File: src/rtl/iob_gpio_irq.sv
// GPIO peripheral on the IOb native slave bus: output/enable registers, synchronised and
// debounced inputs, per-bit edge detection into a sticky W1C status with one level irq.
module iob_gpio_irq #(
  parameter int              GPIO_W      = 32,
  parameter int              DATA_W      = 32,
  parameter int              ADDR_W      = 4,
  parameter int              DEB_W       = 16,
  parameter logic [DEB_W-1:0] DEB_RST    = 16'd1000,
  parameter int              SYNC_STAGES = 2
) (
  input  logic                clk,
  input  logic                rst,
  input  logic                valid,
  input  logic [ADDR_W-1:0]   address,
  input  logic [DATA_W-1:0]   wdata,
  input  logic [DATA_W/8-1:0] wstrb,
  output logic [DATA_W-1:0]   rdata,
  output logic                ready,
  input  logic [GPIO_W-1:0]   gpio_input,
  output logic [GPIO_W-1:0]   gpio_output,
  output logic [GPIO_W-1:0]   gpio_output_enable,
  output logic                irq
);

  localparam logic [ADDR_W-1:0] A_OUT     = ADDR_W'(0);
  localparam logic [ADDR_W-1:0] A_SET     = ADDR_W'(1);
  localparam logic [ADDR_W-1:0] A_CLR     = ADDR_W'(2);
  localparam logic [ADDR_W-1:0] A_OE      = ADDR_W'(3);
  localparam logic [ADDR_W-1:0] A_IN      = ADDR_W'(4);
  localparam logic [ADDR_W-1:0] A_IRQ_EN  = ADDR_W'(5);
  localparam logic [ADDR_W-1:0] A_RISE_EN = ADDR_W'(6);
  localparam logic [ADDR_W-1:0] A_FALL_EN = ADDR_W'(7);
  localparam logic [ADDR_W-1:0] A_STATUS  = ADDR_W'(8);
  localparam logic [ADDR_W-1:0] A_DEB     = ADDR_W'(9);

  function automatic logic [DATA_W-1:0] byte_mask(input logic [DATA_W/8-1:0] s);
    logic [DATA_W-1:0] m;
    m = '0;
    for (int b = 0; b < DATA_W/8; b++) m[b*8 +: 8] = {8{s[b]}};
    return m;
  endfunction

  function automatic logic [DATA_W-1:0] zext_gpio(input logic [GPIO_W-1:0] v);
    logic [DATA_W-1:0] r;
    r = '0;
    r[GPIO_W-1:0] = v;
    return r;
  endfunction

  function automatic logic [DATA_W-1:0] zext_deb(input logic [DEB_W-1:0] v);
    logic [DATA_W-1:0] r;
    r = '0;
    r[DEB_W-1:0] = v;
    return r;
  endfunction

  function automatic logic [GPIO_W-1:0] merge(input logic [GPIO_W-1:0] old,
                                              input logic [GPIO_W-1:0] val,
                                              input logic [GPIO_W-1:0] m);
    return (old & ~m) | (val & m);
  endfunction

  logic                accept;
  logic                we;
  logic [DATA_W-1:0]   wmask;
  logic [GPIO_W-1:0]   wm_g;
  logic [GPIO_W-1:0]   wd_g;
  logic [DATA_W-1:0]   rd_mux;

  logic [GPIO_W-1:0]   out_reg;
  logic [GPIO_W-1:0]   oe_reg;
  logic [GPIO_W-1:0]   irq_en;
  logic [GPIO_W-1:0]   rise_en;
  logic [GPIO_W-1:0]   fall_en;
  logic [GPIO_W-1:0]   irq_status;
  logic [DEB_W-1:0]    deb_limit;

  logic [GPIO_W-1:0]   sync_p [SYNC_STAGES];
  logic [GPIO_W-1:0]   sync;
  logic [GPIO_W-1:0]   stable;
  logic [DEB_W-1:0]    cnt [GPIO_W];
  logic [GPIO_W-1:0]   hit;
  logic [GPIO_W-1:0]   rise;
  logic [GPIO_W-1:0]   fall;
  logic [GPIO_W-1:0]   w1c;

  assign accept = valid && !ready;
  assign we     = |wstrb;
  assign wmask  = byte_mask(wstrb);
  assign wm_g   = wmask[GPIO_W-1:0];
  assign wd_g   = wdata[GPIO_W-1:0];

  // Input synchroniser stages
  always_ff @(posedge clk or posedge rst) begin
    if (rst) begin
      for (int s = 0; s < SYNC_STAGES; s++) sync_p[s] <= '0;
    end else begin
      sync_p[0] <= gpio_input;
      for (int s = 1; s < SYNC_STAGES; s++) sync_p[s] <= sync_p[s-1];
    end
  end

  assign sync = sync_p[SYNC_STAGES-1];

  // A bit commits once its disagreement has lasted DEB_LIMIT cycles (limit 0 behaves as 1)
  always_comb begin
    hit = '0;
    for (int i = 0; i < GPIO_W; i++) begin
      hit[i] = (sync[i] != stable[i]) &&
               (({1'b0, cnt[i]} + {{DEB_W{1'b0}}, 1'b1}) >= {1'b0, deb_limit});
    end
  end

  assign rise = hit & sync & rise_en;
  assign fall = hit & ~sync & fall_en;
  assign w1c  = (accept && we && address == A_STATUS) ? (wd_g & wm_g) : '0;

  // Debounce stage
  always_ff @(posedge clk or posedge rst) begin
    if (rst) begin
      stable <= '0;
      for (int i = 0; i < GPIO_W; i++) cnt[i] <= '0;
    end else begin
      stable <= stable ^ hit;
      for (int i = 0; i < GPIO_W; i++)
        cnt[i] <= ((sync[i] != stable[i]) && !hit[i]) ? cnt[i] + DEB_W'(1) : '0;
    end
  end

  // Set has priority over a W1C landing on the same edge
  always_ff @(posedge clk or posedge rst) begin
    if (rst) irq_status <= '0;
    else     irq_status <= (irq_status & ~w1c) | rise | fall;
  end

  always_comb begin
    rd_mux = '0;
    case (address)
      A_OUT:     rd_mux = zext_gpio(out_reg);
      A_OE:      rd_mux = zext_gpio(oe_reg);
      A_IN:      rd_mux = zext_gpio(stable);
      A_IRQ_EN:  rd_mux = zext_gpio(irq_en);
      A_RISE_EN: rd_mux = zext_gpio(rise_en);
      A_FALL_EN: rd_mux = zext_gpio(fall_en);
      A_STATUS:  rd_mux = zext_gpio(irq_status);
      A_DEB:     rd_mux = zext_deb(deb_limit);
      default:   rd_mux = '0;
    endcase
  end

  // Bus access stage
  always_ff @(posedge clk or posedge rst) begin
    if (rst) begin
      ready     <= 1'b0;
      rdata     <= '0;
      out_reg   <= '0;
      oe_reg    <= '0;
      irq_en    <= '0;
      rise_en   <= '0;
      fall_en   <= '0;
      deb_limit <= DEB_RST;
    end else begin
      ready <= accept;
      if (accept) rdata <= rd_mux;
      if (accept && we) begin
        case (address)
          A_OUT:     out_reg   <= merge(out_reg, wd_g, wm_g);
          A_SET:     out_reg   <= out_reg | (wd_g & wm_g);
          A_CLR:     out_reg   <= out_reg & ~(wd_g & wm_g);
          A_OE:      oe_reg    <= merge(oe_reg, wd_g, wm_g);
          A_IRQ_EN:  irq_en    <= merge(irq_en, wd_g, wm_g);
          A_RISE_EN: rise_en   <= merge(rise_en, wd_g, wm_g);
          A_FALL_EN: fall_en   <= merge(fall_en, wd_g, wm_g);
          A_DEB:     deb_limit <= (deb_limit & ~wmask[DEB_W-1:0]) |
                                  (wdata[DEB_W-1:0] & wmask[DEB_W-1:0]);
          default:   ;
        endcase
      end
    end
  end

  assign gpio_output        = out_reg;
  assign gpio_output_enable = oe_reg;
  assign irq                = |(irq_status & irq_en);

endmodule

File: config.mk
export PLATFORM = sky130hd
export DESIGN_NAME = iob_gpio_irq
export DESIGN_NICKNAME = d
export VERILOG_FILES = /design/src/rtl/iob_gpio_irq.sv
export SDC_FILE = /design/constraint.sdc
export NUM_CORES = 2
export LEC_CHECK = 0
export CAP_MARGIN = 30
export CORE_AREA = 2 2 379 381
export CTS_CLUSTER_SIZE = 28
export DETAILED_ROUTE_END_ITERATION = 8
export DIE_AREA = 0 0 381 383
export REMOVE_ABC_BUFFERS = 1
export SLEW_MARGIN = 30
export SYNTH_ARGS = -nofsm -noshare
export SYNTH_HDL_FRONTEND = slang
export SYNTH_SLANG_ARGS = --single-unit
File: constraint.sdc
create_clock -name clk -period 29 [get_ports clk]
set_input_delay 2.9 -clock clk [delete_from_list [all_inputs] [get_ports clk]]
set_output_delay 2.9 -clock clk [all_outputs]
set_load 0.01 [all_outputs]
Yosys cells after proc, flatten, opt, wreduce, memory -nomap -nowiden
Index checks and enable logic that the tools add are counted.
{ "totals": {"ff_bits": 849, "inputBits": 75, "output_inout_bits": 98, "wordCells": 356} }
{ "op_classes": {"n_addsub": 64, "magnitude_cmp": 32, "eq_ne": 41, "mux": 35, "bitwise_logic": 30, "n_reduce_logical": 110} }
{ "op_table": {"columns": ["op", "count"], "rows": [
  ["16-bit by 1-bit adder with 17-bit output (second input constant)", 32],
  ["17-bit by 16-bit greater-or-equal comparator with 1-bit output", 32],
  ["16-bit by 1-bit adder with 16-bit output (second input constant)", 32],
  ["16-bit two-way mux", 32],
  ["32-bit AND", 13],
  ["32-bit bitwise OR", 8],
  ["32-bit one-hot mux with 8 select lines", 1],
  ["32-bit NOT", 4],
  ["32-bit one-hot mux with 3 select lines", 1],
  ["1-bit logical AND", 67],
  ["1-bit logical NOT", 33],
  ["16-bit AND", 2],
  ["32-bit two-way mux", 1],
  ["1-bit inequality test", 32],
  ["32-bit OR reduction", 1],
  ["32-bit XOR", 1],
  ["4-bit by 3-bit equality test with 1-bit output (second input constant)", 4],
  ["16-bit NOT", 1],
  ["16-bit bitwise OR", 1],
  ["2-bit AND reduction", 6],
  ["4-bit by 2-bit equality test with 1-bit output (second input constant)", 2],
  ["4-bit equality test (second input constant)", 2],
  ["4-bit by 1-bit equality test with 1-bit output (second input constant)", 1],
  ["4-bit logical NOT", 1],
  ["2 further kinds", 2]
]} }

Longest topological paths before layout
{ "depth": {"depth_word": 9, "ltp_mapped": 14, "depth_no_buf": 13} }

Worst setup path before layout
No wires, ideal clock.
{ "synth_path": {"kind": "reg-to-output", "startpoint": "register (tool-made name)", "endpoint": "output port irq", "arrival_time_ns": 1.418, "required_ns": 26.100, "setup_slack_ns": 24.682, "path_stages_with_launch": 5, "path_buffers": 0, "path_cell_list": "dfrtp_1 > a22o_1 > a221oi_1 > nand3_1 > or4_1"} }
{ "synth_rtl": {"columns": ["element", "line_no", "text"], "rows": [
  ["end: declaration", "22", "output logic irq"]
]} }

==> results.json <==
{
  "post_cts_resized": 0,
  "drt-met1-wl_um": 69110,
  "die_x_um": 381,
  "post-route-period-util_pct": 21.02,
  "p_per_area_nw_per_um2": 57.17,
  "p_sw_mw": 0.9908,
  "ys_types": 77,
  "seq_area_frac_synth_pct": 43.10,
  "setup_tns_ns": 0,
  "wl_met2_um": 63670,
  "clockPowerShare_pct": 41.5,
  "maxUsedRoutingLayer": "met5",
  "syn-cell-area_um2": 49310,
  "htreeDepth": 3,
  "layout-drive-gt1-share_pct": 9.590,
  "path_clk_slew_ns": 0.06,
  "seq_power_share_pct": 41.2,
  "io_buffer_count": 172,
  "rsz0062_at_grt": "false",
  "status": "finished clean",
  "ios": 173,
  "drt_iter0_markers": 2861,
  "core_um2": 142300,
  "fin_area_um2": 57310,
  "max_clock_freq_mhz": 164.0,
  "firstDrtPassIters": 8,
  "root_buffer": "clkbuf_16",
  "grt_pass1_vias": 37470,
  "setup_violations": 0,
  "grt_remaining_overflow": 0,
  "combPwrFrac_pct": 17.3,
  "switching_share_pct": 30.24,
  "worstPathMaxFanout": 3,
  "via_per_inst": 5.408,
  "synthDominantCellAreaShare_pct": 42.78,
  "synth-edff-count": 0,
  "wl_met3_um": 12430,
  "cts_buffer_depth": 3,
  "die_height_um": 383,
  "p_leak_nw": 28.04,
  "p_int_mw": 2.286,
  "synth_seq_cells": 849,
  "ir_drop_uv": 51.63,
  "synth_largest_area_cell": "dfrtp_1",
  "cts_made_buffers": 95,
  "slew_viol_final": 0,
  "cap_violations": 0,
  "avgRoutedWirePerCell_um": 21.46,
  "cts.sinks": 849,
  "tightest_slew_ns": 1.074,
  "worstSetupStartpointType": "flip-flop",
  "worstPathRequired_ns": 26.10,
  "drc": 0,
  "grt.total_usage_pct": 20.39,
  "post_cts_buffers": 0,
  "antenna_found_initial": 22,
  "grt_pass1_wl_um": 228900,
  "wl_um": 149300,
  "dp_hpwl_um": 103800,
  "num_rows": 139,
  "relSlewSlack_pct": 28.12,
  "area_growth_pct": 16.24,
  "avgSynthCellArea_um2": 10.47,
  "synth_cells": 4710,
  "cts_tree": "built",
  "n_fill_cell": 13878,
  "fin_crit_ns": 6.097,
  "via_count": 37616,
  "async_flop_share_pct": 100.0,
  "placed_area_um2": 53680,
  "dieArea_um2": 145900,
  "end_kind": "output port",
  "synth-main-ff-cell": "dfrtp_1",
  "clk_latency_ns": 0.71,
  "grt_max_degree": 158,
  "yosysWarnings": 0,
  "hold_viol": 0,
  "skew_ns": 0.03478,
  "place.gp.congestion": 0.8947,
  "ctsHoldBuffers": 0,
  "hold_class": "flip-flop to flip-flop",
  "path_class": "flip-flop to output port",
  "crit_arrival_ns": 3.20,
  "yosys-top-cells-area": "dfrtp_1 (43%), ha_1 (14%), nor2b_1 (5.2%)",
  "ant_nets": 0,
  "initial_utilization_pct": 34.66,
  "nets": 5584
}
[power by group through the flow]
stage	registers (mW)	logic, mW	clock network, mW
floorplan	1.33	0.302	0
detailed placement	1.37	0.568	0
finish	1.35	0.568	1.36
global route	1.35	0.632	1.43
CTS	1.35	0.569	1.38
global placement	1.37	0.548	0
[cells by family after synthesis]
kind of cell,share of synthesized area [%]
simple gates,19.10
flops,43.10
compound gates,10.36
fa+ha+maj,13.80
xor+xnor,8.455
buf+inv,1.543
mux,3.639
[layer usage]
metal	vias up	track usage, %
met1	18672	28.84
met3	243	5.342
met4	20	5.585
li1	17531	-
met2	1150	30.63
met5	-	0
[area by class of cell]
cell class                      instances  area, µm²  area share [%]
Sequential cell                       849      21250           37.08
Clock inverter                         54      794.5           1.386
Inverter                              122      465.4          0.8121
Clock buffer                          125       2743           4.785
Multi-Input combinational cell       3666      27420           47.85
Tap cell                             1903       2381           4.154
Antenna cell                            6      15.01         0.02620
Timing Repair Buffer                  231       2238           3.906
[Yosys cell counts (21+ instances only)]
| library cell | instances |
|---|---|
| dfrtp_1 | 843 |
| ha_1 | 544 |
| nor2b_1 | 409 |
| xnor2_1 | 289 |
| nand2_1 | 280 |
| nand3_1 | 259 |
| nor2_1 | 248 |
| xor2_1 | 187 |
| o21ai_0 | 162 |
| mux2_2 | 158 |
| a21oi_1 | 141 |
| nand4_1 | 140 |
| and3_1 | 137 |
| inv_1 | 121 |
| a22oi_1 | 112 |
| a21o_1 | 82 |
| clkbuf_1 | 60 |
| a22o_1 | 52 |
| and4_1 | 45 |
| nor3_1 | 39 |
| nand3b_1 | 34 |
| nand2b_1 | 33 |
| a31oi_1 | 31 |
| o21a_1 | 30 |
| a211oi_1 | 27 |
| and2b_1 | 22 |
| o211ai_1 | 21 |
[path summary, 6_finish.rpt]
path	startpoint	endpoint	slack, ns	cells past startpoint
max	flip-flop	irq	22.90	5
min	sync_p[44]	sync[12]	0.35	0
max reg2reg	flip-flop	cnt[505]	25.26	8
min reg2reg	sync_p[44]	sync[12]	0.35	0
max in group asynchronous	rst	cnt[435]	23.94	5
min in group asynchronous	rst	sync_p[41]	2.61	2
[worst max-delay path, cell delays in order, from the launching register on]
cell	delay, ns
dfrtp_1	0.45
a22o_1	0.26
a221oi_1	0.34
nand3_1	0.16
or4_1	0.74
clkdlybuf4s50_1	0.56
[through the flow]
stage	setup slack, ns	utilization [%]	total power, mW	hold slack [ns]	std cells
finish	22.90	40.29	3.277	0.3460	6956
global route	22.82	40.28	3.420	0.3570	6953
detailed placement	22.41	37.74	1.934	0.3347	6770
global placement	22.42	37.67	1.914	0.3334	6765
floorplan	2.255	-	1.633	0.3312	4637
CTS	22.92	40.22	3.299	0.3470	6949
[placed cells by master, fill, tap and decap left out, types with 31 or more instances in the layout]
cell type          n
nor2_1           237
inv_1            105
xor2_1           186
a22oi_1          112
nand2_1          280
clkdlybuf4s50_1  172
ha_1             544
nand2b_1          32
buf_4             48
a22o_1            52
a31oi_1           31
mux2_2           158
nand3_1          259
nand3b_1          34
and4_1            45
and3_1           137
nor2b_1          409
clkbuf_16         97
a21o_1            82
dfrtp_1          842
o21ai_0          162
a21oi_1          140
xnor2_1          289
nor3_1            35
nand4_1          140
No activity file was read; power rests on OpenSTA's default activity.
